--- src/rtl/axis_frame_arbiter.sv ---
// rtl/axis_frame_arbiter.sv - two-source frame-granular AXI-Stream arbiter with registered output slice
module axis_frame_arbiter #(
   parameter int DATA_BITS       = 24,
   parameter int LINES_PER_FRAME = 480
) (
   input  logic                 clk_i,
   input  logic                 rst_i,
   input  logic [DATA_BITS-1:0] axis_s0_data_i,
   input  logic                 axis_s0_valid_i,
   output logic                 axis_s0_ready_o,
   input  logic                 axis_s0_last_i,
   input  logic                 axis_s0_user_i,
   input  logic [DATA_BITS-1:0] axis_s1_data_i,
   input  logic                 axis_s1_valid_i,
   output logic                 axis_s1_ready_o,
   input  logic                 axis_s1_last_i,
   input  logic                 axis_s1_user_i,
   output logic [DATA_BITS-1:0] axis_m_data_o,
   output logic                 axis_m_valid_o,
   input  logic                 axis_m_ready_i,
   output logic                 axis_m_last_o,
   output logic                 axis_m_user_o,
   output logic [1:0]           grant_o,
   output logic                 frame_done_o,
   output logic [15:0]          drop_cnt_o
);

   typedef enum logic [0:0] {ST_IDLE, ST_BUSY} state_t;

   localparam logic [15:0] LAST_LINE = 16'(LINES_PER_FRAME - 1);

   state_t               state_q, state_d;
   logic [1:0]           grant_q, grant_d;
   logic                 last_grant_q, last_grant_d;
   logic [15:0]          line_cnt_q, line_cnt_d;
   logic [15:0]          drop_cnt_q, drop_cnt_d;
   logic                 frame_done_q, frame_done_d;
   logic                 m_valid_q;
   logic [DATA_BITS-1:0] m_data_q;
   logic                 m_last_q, m_user_q;

   logic                 slot_free;
   logic                 sel;
   logic                 beat_valid, beat_last, beat_user;
   logic [DATA_BITS-1:0] beat_data;
   logic                 accept;
   logic                 drop0, drop1;
   logic                 cand0, cand1;
   logic [16:0]          drop_sum;
   logic [15:0]          lines_before;

   always_comb begin
      slot_free  = !m_valid_q || axis_m_ready_i;
      sel        = grant_q[1];
      beat_valid = sel ? axis_s1_valid_i : axis_s0_valid_i;
      beat_last  = sel ? axis_s1_last_i  : axis_s0_last_i;
      beat_user  = sel ? axis_s1_user_i  : axis_s0_user_i;
      beat_data  = sel ? axis_s1_data_i  : axis_s0_data_i;
      drop0      = axis_s0_valid_i && !axis_s0_user_i;
      drop1      = axis_s1_valid_i && !axis_s1_user_i;
      cand0      = axis_s0_valid_i && axis_s0_user_i;
      cand1      = axis_s1_valid_i && axis_s1_user_i;
      drop_sum   = {1'b0, drop_cnt_q} + {16'b0, drop0} + {16'b0, drop1};
      // A SOF beat mid-frame restarts the line count from zero
      lines_before = beat_user ? 16'd0 : line_cnt_q;
   end

   always_comb begin
      state_d         = state_q;
      grant_d         = grant_q;
      last_grant_d    = last_grant_q;
      line_cnt_d      = line_cnt_q;
      drop_cnt_d      = drop_cnt_q;
      frame_done_d    = 1'b0;
      accept          = 1'b0;
      axis_s0_ready_o = 1'b0;
      axis_s1_ready_o = 1'b0;

      case (state_q)
         ST_IDLE: begin
            axis_s0_ready_o = !axis_s0_user_i;
            axis_s1_ready_o = !axis_s1_user_i;
            drop_cnt_d      = drop_sum[16] ? 16'hFFFF : drop_sum[15:0];
            if (cand0 && cand1) begin
               grant_d = last_grant_q ? 2'b01 : 2'b10;
               state_d = ST_BUSY;
            end else if (cand0) begin
               grant_d = 2'b01;
               state_d = ST_BUSY;
            end else if (cand1) begin
               grant_d = 2'b10;
               state_d = ST_BUSY;
            end
         end
         ST_BUSY: begin
            axis_s0_ready_o = !sel && slot_free;
            axis_s1_ready_o = sel && slot_free;
            accept          = beat_valid && slot_free;
            if (accept) begin
               if (beat_last) begin
                  if (lines_before == LAST_LINE) begin
                     frame_done_d = 1'b1;
                     last_grant_d = sel;
                     line_cnt_d   = 16'd0;
                     grant_d      = 2'b00;
                     state_d      = ST_IDLE;
                  end else begin
                     line_cnt_d = lines_before + 16'd1;
                  end
               end else begin
                  line_cnt_d = lines_before;
               end
            end
         end
         default: begin
            state_d = ST_IDLE;
            grant_d = 2'b00;
         end
      endcase

      if (rst_i) begin
         axis_s0_ready_o = 1'b0;
         axis_s1_ready_o = 1'b0;
      end
   end

   always_ff @(posedge clk_i) begin
      if (rst_i) begin
         state_q      <= ST_IDLE;
         grant_q      <= 2'b00;
         last_grant_q <= 1'b1;
         line_cnt_q   <= 16'd0;
         drop_cnt_q   <= 16'd0;
         frame_done_q <= 1'b0;
         m_valid_q    <= 1'b0;
         m_data_q     <= '0;
         m_last_q     <= 1'b0;
         m_user_q     <= 1'b0;
      end else begin
         state_q      <= state_d;
         grant_q      <= grant_d;
         last_grant_q <= last_grant_d;
         line_cnt_q   <= line_cnt_d;
         drop_cnt_q   <= drop_cnt_d;
         frame_done_q <= frame_done_d;
         if (slot_free) begin
            m_valid_q <= accept;
            if (accept) begin
               m_data_q <= beat_data;
               m_last_q <= beat_last;
               m_user_q <= beat_user;
            end
         end
      end
   end

   assign axis_m_data_o  = m_data_q;
   assign axis_m_valid_o = m_valid_q;
   assign axis_m_last_o  = m_last_q;
   assign axis_m_user_o  = m_user_q;
   assign grant_o        = grant_q;
   assign frame_done_o   = frame_done_q;
   assign drop_cnt_o     = drop_cnt_q;

endmodule

--- config.mk ---
export PLATFORM = sky130hd
export DESIGN_NAME = axis_frame_arbiter
export DESIGN_NICKNAME = d
export VERILOG_FILES = /design/src/rtl/axis_frame_arbiter.sv
export SDC_FILE = /design/constraint.sdc
export NUM_CORES = 1
export LEC_CHECK = 0
export CAP_MARGIN = 20
export CORE_ASPECT_RATIO = 1.1
export CORE_MARGIN = 5
export CORE_UTILIZATION = 43
export CTS_BUF_LIST = sky130_fd_sc_hd__clkbuf_4 sky130_fd_sc_hd__clkbuf_8
export DETAILED_ROUTE_END_ITERATION = 10
export GPL_TIMING_DRIVEN = 0
export MAX_ROUTING_LAYER = met4
export PLACE_DENSITY = 0.85
export SLEW_MARGIN = 15
export SYNTH_ARGS = -nofsm -noshare
export SYNTH_HDL_FRONTEND = slang
export SYNTH_SLANG_ARGS = --single-unit
--- constraint.sdc ---
create_clock -name clk_i -period 2.4 [get_ports clk_i]
set_input_delay 0.24 -clock clk_i [delete_from_list [all_inputs] [get_ports clk_i]]
set_output_delay 0.24 -clock clk_i [all_outputs]
set_load 0.01 [all_outputs]
Word level (Yosys, flattened, before mapping)
Index checks and enable logic that the tools add are counted.

$add $sub $neg: 3. Multipliers: 0. Divide/modulo/power cells: 0. Order comparisons: 0. Equality and inequality tests: 5. Shift operators: 0. Multiplexer cells: 29. Bitwise logic cells: 3. Reductions and logical operators: 18.

Operator list (number): $mux 16 (4); $mux 24 (1); $add 16x1->17 (1); $add 17x1->17 (1); $add 16x1->16 const B (1); $eq 16x9->1 const B (1); $mux 2 (7); $mux 1 (13); $logic_and 1x1->1 (8); $reduce_and 4->1 (2); $ne 2x1->1 const B (3); $pmux 1 s2 (3); $logic_not 1->1 (4); $ne 4x4->1 const B (1); $pmux 2 s2 (1); $reduce_and 2->1 (2); $reduce_or 4->1 (1); $not 1->1 (3); $logic_or 1x1->1 (1).

Register bits after elaboration: 64. Latch bits: 0. RAM bits: 0. Memory bits (read-only): 0. Bits of input ports: 57. Output and inout port bits: 48. Memories kept: 0.

Depth between registers and ports, before layout
Gate-level depths: netlist of run 1.

Word-level depth: 7. Gate-level depth with buffers: 10. Depth with buffers taken out: 8.

Least setup slack after synthesis of run 1
No wires, ideal clock.

Kind: reg2reg. Start: register grant_q[1] (netlist: grant_o[1]). End: register line_cnt_q[11]. Arrival: 2.475 ns. Data required time: 2.268 ns. Setup slack: -0.208 ns. Stages on the path, launching flop included: 11. Path buffers: 2. Period minus slack after synthesis: 2.608 ns. Path through: dfxtp_1 -> buf_6 -> mux2_4 -> clkbuf_1 -> nor2_1 -> ha_1 -> or3b_2 -> nor3_2 -> a21oi_1 -> nand3_1 -> a31oi_1.

Cells in the longest elaborated chain, start to end: 5.

RTL lines: start: declaration (RTL line 33) `logic [1:0] grant_q, grant_d;`; start signal: assignment (RTL line 141) `grant_q <= grant_d;`; $mux 1 (RTL line 57) `beat_user = sel ? axis_s1_user_i : axis_s0_user_i;`; $mux 16 (RTL line 65) `lines_before = beat_user ? 16'd0 : line_cnt_q;`; $add 16x1->16 / $eq 16x9->1 (equally long branches) (RTL line 108, 101); $mux 16 (RTL line 101) `if (lines_before == LAST_LINE) begin`; $mux 16 (RTL line 100) `if (beat_last) begin`; end signal: assignment (RTL line 143) `line_cnt_q <= line_cnt_d;`; end: declaration (RTL line 35) `logic [15:0] line_cnt_q, line_cnt_d;`.

Several ways; a longest one is shown, not always the timed one. A chain may end at the register's enable or synchronous reset.

Worst setup path in the final report of run 1
Start: register grant_q[1] (netlist: grant_o[1]). End: register line_cnt_q[6].

Same word-level chain as after synthesis.

==> key figures, run 1 <==
Cells and area
  – FF+latch area: 0.001285 mm²
  – Cell area after layout: 0.004708 mm²
  – Final #Nets: 561
  – Antenna diodes: 0
  – Area delta synth->final: 48.50%
  – Area of the multi-input gates: 0.001853 mm²
  – Fraction of layout instances using a drive strength above 1: 9.486%
  – Filler instances: 531
  – Fin util: 66.44%

GRT
  – Total grt overflow: 0
  – Top Usage Layer GRT: met2
  – Gr usage total: 20.73%
  – Initial antenna violation count: 0
  – Largest net degree at the start of global routing: 20
  – Met3 GRT Util: 3.748%
  – M1 GR Usage: 22.92%
  – Vias in the first global route: 3253
  – First-pass GRT wire length: 15040 µm
  – GR Util met2: 36.74%

Logic synthesis
  – Area contributors post-synth: dfxtp_1 40%, mux2i_1 7.9%, a211oi_1 6.9%
  – Post-Syn Area: 0.003171 mm²
  – Seq cells post-synth: 64
  – Top cell type's share of synthesized area: 40.41%
  – Most frequent cells after synthesis: 64 x dfxtp_1, 48 x nor2_1, 36 x nand2_1
  – Syn Nets: 438
  – Cell with the most instances after synthesis: dfxtp_1
  – Dominant synthesized flop cell: dfxtp_1
  – Post-synthesis sequential area ratio: 40.41%
  – Netlist cell types: 45
  – Post-synth EDFFs: 0
  – Mapped Cells: 378
  – Synth Warn #: 0
  – Asr flop ratio synth: 0%
  – Largest area contributor in the netlist: dfxtp_1
  – Avg Cell Area, Syn: 8.388 µm²

Floorplan
  – CORE AREA: 0.007087 mm²
  – Die W: 91.87 µm
  – Die Y-Extent: 100.1 µm
  – Die area: 0.009193 mm²
  – Boundary pin count: 105
  – Row Count: 32
  – Initial core utilization: 44.74%

Job
  – Max-Cap Viols: 0

Placement
  – Area after DPL: 0.004339 mm²
  – Hpwl dp: 6983 µm
  – Routability Congestion: 0.8519
  – Dpl ws: -0.5078 ns
  – IO Port Bufs: 103

Pwr
  – Pwr Total: 0.002704 W
  – Clock network power share: 39.8%
  – Combinational share of power: 18.0%
  – Worst vdd ir: 451.5 µV
  – Leakage power: 1.562 nW
  – Switch Pwr: 0.0007400 W
  – PwrDens: 574.2 mW/mm²
  – Reg power frac: 42.2%
  – Switching portion of total power: 27.37%
  – Internal power: 0.001964 W

Drt
  – Via count: 3397
  – Drt via density: 5.748
  – Residual DRC: 0
  – Initial detailed-routing violation count: 188
  – Post-route ant nets: 0
  – Routed length per instance: 16.48 µm
  – Total Routed Length: 9741 µm
  – Pre-antenna DRT Iters: 5

Setup path
  – Slowest cell on crit path: or3b_4
  – Buffers plus inverters on the worst setup path: 0
  – Reg-to-reg slack, setup: 0.04 ns
  – Crit path max-delay family: simple AND/OR/NAND/NOR gates
  – Reg2Reg Depth: 8
  – Critical path class: reg -> reg
  – Crit path required time: 2.61 ns
  – Critical R2R Capture: line_cnt_q[6]
  – Worst Setup End Kind: flop
  – Slowest Stage Delay on Critical Path: 0.39 ns
  – Critical path arrival: 2.57 ns
  – CP startpoint kind: flop
  – Worst-path maximum fanout: 8
  – Worst reg2reg startpoint: grant_o[1]
  – Crit-path cells: mux2_4 > nor2_4 > ha_4 > or3b_4 > nor3_4 > a21o_1 > or4_1 > a31oi_1

Timing
  – Final Cycle Share: 98.30%
  – Slew margin rel.: 50.85%
  – Max Transition Viols Final: 0
  – WHS: 0.3379 ns
  – Max frequency: 423.9 MHz
  – Final min period: 2.359 ns
  – Layout Skew: 0.01290 ns
  – Final setup viols: 0
  – Final hold viol count: 0
  – Worst slew pin tran: 0.7230 ns
  – Worst setup margin: 0.04072 ns
  – RSZ-0062 raised after global routing: true

Worst hold path
  – WHS Endpoint: axis_m_data_o[9]
  – Hold Crit Depth: 2
  – Hold Startpoint: rst_i
  – Worst min path class: in -> reg

Clocking
  – Reg clk slew, reported paths: 0.08 ns
  – TritonCTS Sinks: 64
  – Htree depth: 3
  – TritonCTS buffer count: 9
  – Root Driver: clkbuf_8
  – CTS tree: built
  – Longest Clk Path Bufs: 2
  – Clk Latency, worst-skew pair: 0.35 ns

Status
  – Outcome: finished clean
==> layer usage <==
layer,part of all wire (%),up-vias,wire [µm]
li1,-,1630,-
met1,40,1601,3900
met2,52,140,5040
met3,6.1,26,591
met4,2.1,0,209
met5,0,-,0
==> cell families after synthesis <==
family / Yosys count / share of synthesized area, %
AOI/OAI and AO/OA: 82 / 17.13
xor gates and xnor gates: 8 / 2.210
adders and majority gates: 3 / 1.421
buffers and inverters: 32 / 4.065
DFF: 64 / 40.41
muxes: 29 / 9.510
and+or+nand+nor: 160 / 25.26
==> stage by stage <==
stage | TNS (ns) | instances
detailed placement | -10.78 | 566
CTS | 0 | 585
global placement | -9.575 | 566
floorplan | 0 | 378
finish | 0 | 591
global route | -0.2818 | 591
==> worst max-delay path by stage <==
| stage | cells after the start | start | end | slack (ns) |
|---|---|---|---|---|
| 2_1_floorplan | 10 | grant_o[1] | grant_o[0] | 0.002 |
| 3_3_place_gp | 10 | axis_s0_user_i | line_cnt_q[3] | -0.47 |
| 3_5_place_dp | 10 | axis_s0_user_i | line_cnt_q[3] | -0.51 |
| 4_1_cts | 9 | grant_o[1] | line_cnt_q[8] | 0.03 |
| 5_1_grt | 8 | grant_o[1] | line_cnt_q[10] | -0.04 |
| 6_report | 8 | grant_o[1] | line_cnt_q[6] | 0.04 |
==> repair_timing <==
action                     CTS  global route
buffers inserted             5             7
setup endpoints to repair   19            28
resized for setup            3            14
pin swaps                    3            13
hold buffers                 0             0
==> registers in the layout, summed over array words and instances, names as in the netlist <==
name,cells
axis_m_user_o,1
last_grant_q,1
state_q,1
axis_m_valid_o,1
axis_m_data_o,24
axis_m_last_o,1
frame_done_o,1
drop_cnt_o,16
line_cnt_q,16
grant_o,2
==> worst register-to-register path, cell delays in order, from the launching register on <==
cell and delay (ns):
dfxtp_4 0.38, mux2_4 0.38, nor2_4 0.15, ha_4 0.14, or3b_4 0.39, nor3_4 0.32
a21o_1 0.26, or4_1 0.14, a31oi_1 0.07
==> power by group through the flow <==
stage               Combinational (W)  Sequential [W]  Clock [W]
finish                       0.000487         0.00114    0.00108
global route                 0.000523         0.00115    0.00112
CTS                          0.000471         0.00114    0.00107
detailed placement           0.000461         0.00116          0
global placement             0.000451         0.00116          0
floorplan                    0.000201         0.00118          0
==> cells in the final DEF, fill, tap and decap left out, types with 5 or more instances in the layout <==
cell type        netlist  layout
clkdlybuf4s50_1        0     101
dfxtp_1               64      63
clkbuf_1              18      16
and2_1                 5       5
nor2_1                48      45
nand4_1                6       6
nand3_1               22      21
inv_1                 10      10
clkbuf_8               0       9
or4_1                  6       6
or3_1                  5       5
o21ai_0                8       8
nand2_1               36      36
nor3_1                 7       7
buf_4                  0      12
a211oi_1              29      29
a21oi_1               18      17
mux2i_1               25      25
a31oi_1               14      14
==> cell type report <==
type / instances / area share [%]
clock inverter: 7 / 2.206
inverter: 10 / 0.7972
timing repair buffer: 115 / 23.92
tap: 85 / 2.259
clock buffer: 9 / 2.631
sequential: 64 / 27.29
multi-input combinational: 282 / 39.36
buffer: 19 / 1.541
Power figures use the tool's default switching activity.
==> run 2, diff against run 1 <==
Settings changed: PLACE_DENSITY 0.85 to 0.79.
==> run 2 against run 1 <==
Against the previous run:
- global-route usage increased by 0.19 points
- clock skew decreased by 0.0050 ns
- via count decreased by 2.4%
- combinational power decreased by 3%
- utilization decreased by 1.5 points
- sequential share of layout area increased by 0.62 points
- largest power group unchanged
- highest routed layer unchanged
==> key figures, run 2 (synthesized netlist as in run 1, its figures left out) <==
Clocking
  – Htree depth: 3
  – Root Driver: clkbuf_8
  – Reg clk slew, reported paths: 0.07 ns
  – CTS tree: built
  – Clk Latency, worst-skew pair: 0.34 ns
  – TritonCTS buffer count: 9
  – CTS Hold Buffers Added: 0
  – Longest Clk Path Bufs: 2
  – TritonCTS Sinks: 64

Setup path
  – Critical path class: reg -> reg
  – Slowest cell on crit path: or3b_4
  – Buffers plus inverters on the worst setup path: 0
  – Crit path max-delay family: simple AND/OR/NAND/NOR gates
  – Slowest Stage Delay on Critical Path: 0.40 ns
  – Worst-path maximum fanout: 6
  – Critical path arrival: 2.52 ns
  – CP startpoint kind: flop
  – Crit path required time: 2.60 ns
  – Worst Setup End Kind: flop
  – Crit-path cells: mux2_4 > nor2_2 > ha_2 > or3b_4 > nor3_4 > a21o_1 > or3_4 > a31oi_1

Drt
  – Pre-antenna DRT Iters: 5
  – Drt via density: 5.657
  – Residual DRC: 0
  – Routed length per instance: 16.11 µm
  – Post-route ant nets: 0
  – M1 WL: 3752 µm
  – Met2 WL: 4718 µm
  – Metal3 WL: 719 µm
  – Initial detailed-routing violation count: 185
  – Total Routed Length: 9438 µm
  – Uppermost layer routed: met4
  – Via count: 3315

Timing
  – RSZ-0062 raised after global routing: true
  – Slew margin rel.: 54.02%
  – Final hold viol count: 0
  – Max Transition Viols Final: 0
  – Layout Skew: 0.007870 ns
  – Final Cycle Share: 96.82%
  – Worst slew pin tran: 0.6898 ns
  – Final min period: 2.324 ns
  – Max frequency: 430.4 MHz
  – Final setup viols: 0
  – Sum of negative setup slack: 0 ns

Floorplan
  – Initial core utilization: 44.74%
  – Die W: 91.87 µm
  – Die area: 0.009193 mm²
  – Die Y-Extent: 100.1 µm
  – CORE AREA: 0.007087 mm²
  – Boundary pin count: 105
  – Row Count: 32

GRT
  – Vias in the first global route: 3246
  – Initial antenna violation count: 0
  – Gr usage total: 20.92%
  – Largest net degree at the start of global routing: 20
  – First-pass GRT wire length: 15020 µm
  – Total grt overflow: 0

Placement
  – Routability Congestion: 0.8705
  – Hpwl dp: 7235 µm
  – Placed insts: 566
  – IO Port Bufs: 103

Status
  – Outcome: finished clean

Cells and area
  – Fraction of layout instances using a drive strength above 1: 8.383%
  – Final #Nets: 557
  – Fin util: 64.95%
  – Most common cell after layout, fill and taps aside: clkdlybuf4s50_1
  – Commonest cells after routing, fill and taps aside: 101 x clkdlybuf4s50_1, 63 x dfxtp_1, 46 x nor2_1
  – Non-Filler Instances: 586
  – Antenna diodes: 0
  – Area delta synth->final: 45.19%
  – Largest register FFs: 24

Pwr
  – Leakage power: 1.534 nW
  – PwrDens: 550.2 mW/mm²
  – Worst vdd ir: 314.5 µV

Worst hold path
  – Worst min path class: in -> reg

Job
  – Max-Cap Viols: 0
[run 2: worst paths after layout]
kind / start / end / slack [ns] / cells past startpoint
setup / recovery: grant_o[1] / line_cnt_q[13] / 0.08 / 8
hold / removal: rst_i / axis_m_data_o[7] / 0.36 / 2
setup reg to reg: grant_o[1] / line_cnt_q[13] / 0.08 / 8
hold reg to reg: axis_m_data_o[3] / axis_m_data_o[3] / 0.50 / 2
[run 2: per-layer routing]
| layer | vias up | global-route usage, % |
|---|---|---|
| li1 | 1620 | - |
| met1 | 1527 | 23.51 |
| met2 | 143 | 35.67 |
| met3 | 25 | 4.498 |
| met4 | 0 | 9.600 |
| met5 | - | - |
[run 2: where the power goes]
part | leakage, nW | switching [W] | internal [W]
clock network | 0.102 | 0.000411 | 0.000509
logic | 0.911 | 0.000219 | 0.000253
registers | 0.521 | 0.0000337 | 0.00111
[run 2: stage by stage]
step,setup WS (ns),hold slack (ns),power [W],area (µm²)
after global placement,-0.4776,0.4627,0.001618,4339
after floorplan,0.002190,0.4384,0.001379,3202
after detailed placement,-0.5174,0.4823,0.001629,4339
final,0.07638,0.3647,0.002533,4603
after global routing,-0.007043,0.3605,0.002628,4603
after CTS,0.03393,0.3472,0.002535,4561
[run 2: what timing repair did]
action | CTS | global route
setup buffers | 5 | 3
gates cloned | 0 | 0
setup endpoints to repair | 19 | 14
gates resized for setup | 3 | 9
pin swaps | 3 | 5
[run 2: final cells by class]
| cell class | count | area [µm²] |
|---|---|---|
| multi-input combinational | 282 | 1812 |
| fill | 578 | 2484 |
| clock buffer | 11 | 145.1 |
| timing repair buffer | 111 | 1096 |
| tap | 85 | 106.4 |
| inverter | 10 | 37.54 |
| clock inverter | 4 | 45.04 |
| sequential | 64 | 1285 |
| buffer | 19 | 76.32 |
==> run 3, diff against run 2 <==
Settings changed: CORE_UTILIZATION 43 to 54, DONT_BUFFER_PORTS set to 1, PLACE_DENSITY 0.79 to 0.69.
Clock period 2.4 ns to 2.62 ns, I/O delays scaled along.
==> run 3 against run 2 <==
Against the previous run:
- total power fell by 6.6%
- worst setup slack improved by 0.098 ns
- count of clock-buffer cells in the layout decreased by 1
- clock skew rose by 0.00076 ns
- die area down 18%
- first-iteration DRC count decreased by 8.1%
- via count down 15%
- worst hold slack got worse by 0.22 ns
- critical path depth fell by 1
- non-clock buffer count down 106
- register-to-register slack improved by 0.098 ns
- critical path type unchanged
- critical endpoint is now grant_o[0]
- largest cell class unchanged
==> key figures, run 3 (synthesized netlist as in run 1, its figures left out) <==
Clocking
  – CTS tree: built
  – TritonCTS Sinks: 64
  – Reg clk slew, reported paths: 0.08 ns
  – Root Driver: clkbuf_8
  – TritonCTS buffer count: 9
  – Htree depth: 3
  – Longest Clk Path Bufs: 2
  – Clk Latency, worst-skew pair: 0.34 ns

Floorplan
  – Initial core utilization: 55.30%
  – Row Count: 29
  – Die Y-Extent: 90.37 µm
  – Die W: 83.06 µm
  – CORE AREA: 0.005733 mm²
  – Boundary pin count: 105
  – Die area: 0.007506 mm²

Setup path
  – Crit-path cells: buf_6 > mux2_4 > buf_4 > nor4_2 > and3_4 > o22a_1 > nor2_1
  – Crit path required time: 2.83 ns
  – Worst-path maximum fanout: 11
  – Critical path class: reg -> reg
  – Reg-to-reg slack, setup: 0.17 ns
  – Buffers plus inverters on the worst setup path: 2
  – Reg2Reg Depth: 7
  – Critical R2R Capture: grant_o[0]
  – Worst reg2reg startpoint: grant_o[1]
  – Crit path max-delay family: simple AND/OR/NAND/NOR gates
  – Worst Setup End Kind: flop
  – CP startpoint kind: flop
  – Slowest Stage Delay on Critical Path: 0.76 ns
  – Slowest cell on crit path: nor4_2
  – Critical path arrival: 2.66 ns

GRT
  – Largest net degree at the start of global routing: 13
  – Vias in the first global route: 2819
  – Initial antenna violation count: 0
  – Total grt overflow: 0
  – First-pass GRT wire length: 13220 µm
  – Gr usage total: 21.80%

Placement
  – Routability Congestion: 0.8806
  – Dpl ws: -0.4603 ns
  – Area after DPL: 0.003267 mm²
  – IO Port Bufs: 0
  – Hpwl dp: 5980 µm

Pwr
  – Worst vdd ir: 562.5 µV
  – PwrDens: 660.0 mW/mm²
  – Leakage power: 1.123 nW

Cells and area
  – Antenna diodes: 0
  – Final #Nets: 451
  – Most common cell after layout, fill and taps aside: dfxtp_1
  – Commonest cells after routing, fill and taps aside: 63 x dfxtp_1, 47 x nor2_1, 36 x nand2_1
  – Area delta synth->final: 13.10%
  – Fraction of layout instances using a drive strength above 1: 9.091%
  – Largest register FFs: 24
  – Cell area after layout: 0.003586 mm²

Drt
  – Routed length per instance: 16.96 µm
  – Pre-antenna DRT Iters: 4
  – Initial detailed-routing violation count: 170
  – Drt via density: 5.981
  – Residual DRC: 0
  – Total Routed Length: 8023 µm
  – Via count: 2829
  – Post-route ant nets: 0

Worst hold path
  – WHS Endpoint: axis_m_data_o[19]
  – Worst min path class: in -> reg
  – Hold Startpoint: axis_s0_data_i[19]
  – Hold Crit Depth: 2

Timing
  – Worst setup margin: 0.1745 ns
  – Final hold viol count: 0
  – Final min period: 2.445 ns
  – Max frequency: 408.9 MHz
  – Worst slew pin tran: 0.8391 ns
  – Layout Skew: 0.008630 ns
  – Final setup viols: 0
  – Max Transition Viols Final: 0
  – Final Cycle Share: 93.34%
  – RSZ-0062 raised after global routing: false
  – Slew margin rel.: 43.59%

Job
  – Max-Cap Viols: 0

Status
  – Outcome: finished clean
## run 3: metrics by stage
step                cells  TNS (ns)  utilization, %  power [W]  hold slack [ns]
floorplan             378         0               -   0.001259           0.4384
finish                473         0           62.55   0.002367           0.1496
detailed placement    455    -5.736           56.98   0.001318           0.4838
CTS                   474         0           62.24   0.002383           0.1433
global placement      455    -5.094           56.98   0.001313           0.4758
global route          473         0           62.55   0.002461           0.1416
## run 3: final cells by class
| class | instances | area, µm² |
|---|---|---|
| buffer | 21 | 87.58 |
| clock buffer | 10 | 137.6 |
| clock inverter | 6 | 113.9 |
| fill | 531 | 2147 |
| inverter | 10 | 37.54 |
| multi-input combinational | 282 | 1802 |
| sequential | 64 | 1285 |
| tap | 77 | 96.34 |
| timing repair buffer | 3 | 26.28 |
## run 3: repair_timing
action,4_1_cts,5_1_grt
endpoints found under the setup margin,17,14
setup buffers,3,0
resized for setup,8,6
pin swaps,1,3
hold buffers,0,0
cloned,0,0
## run 3: how the worst max path moves through the flow
stage / cells past startpoint / startpoint / end
6_report: 7 / grant_o[1] / grant_o[0]
5_1_grt: 7 / grant_o[1] / line_cnt_q[0]
4_1_cts: 11 / grant_o[1] / grant_o[0]
3_5_place_dp: 10 / grant_o[1] / line_cnt_q[7]
3_3_place_gp: 10 / grant_o[1] / line_cnt_q[6]
2_1_floorplan: 10 / grant_o[1] / line_cnt_q[11]
## run 3: layer usage
layer  wire length, µm  up-vias  global-route usage [%]  part of all wire, %
met1              3372     1322                   24.86                   42
met5                 0        -                       -                    0
li1                  -     1407                       -                    -
met3               532       16                   6.113                  6.6
met4               142        0                   8.447                  1.8
met2              3976       84                   36.23                   50
## run 3: power breakdown
| group | switching [W] | internal, W |
|---|---|---|
| combinational | 0.000141 | 0.0000900 |
| sequential | 0.0000536 | 0.00101 |
| clock | 0.000406 | 0.000661 |
## run 3: worst reg2reg max path, delay by kind of cell, from the launching register on
family / cells / cell delay (ns)
simple gates: 3 / 1.14
buf+inv: 2 / 0.33
mux: 1 / 0.36
flops: 1 / 0.37
compound gates: 1 / 0.13
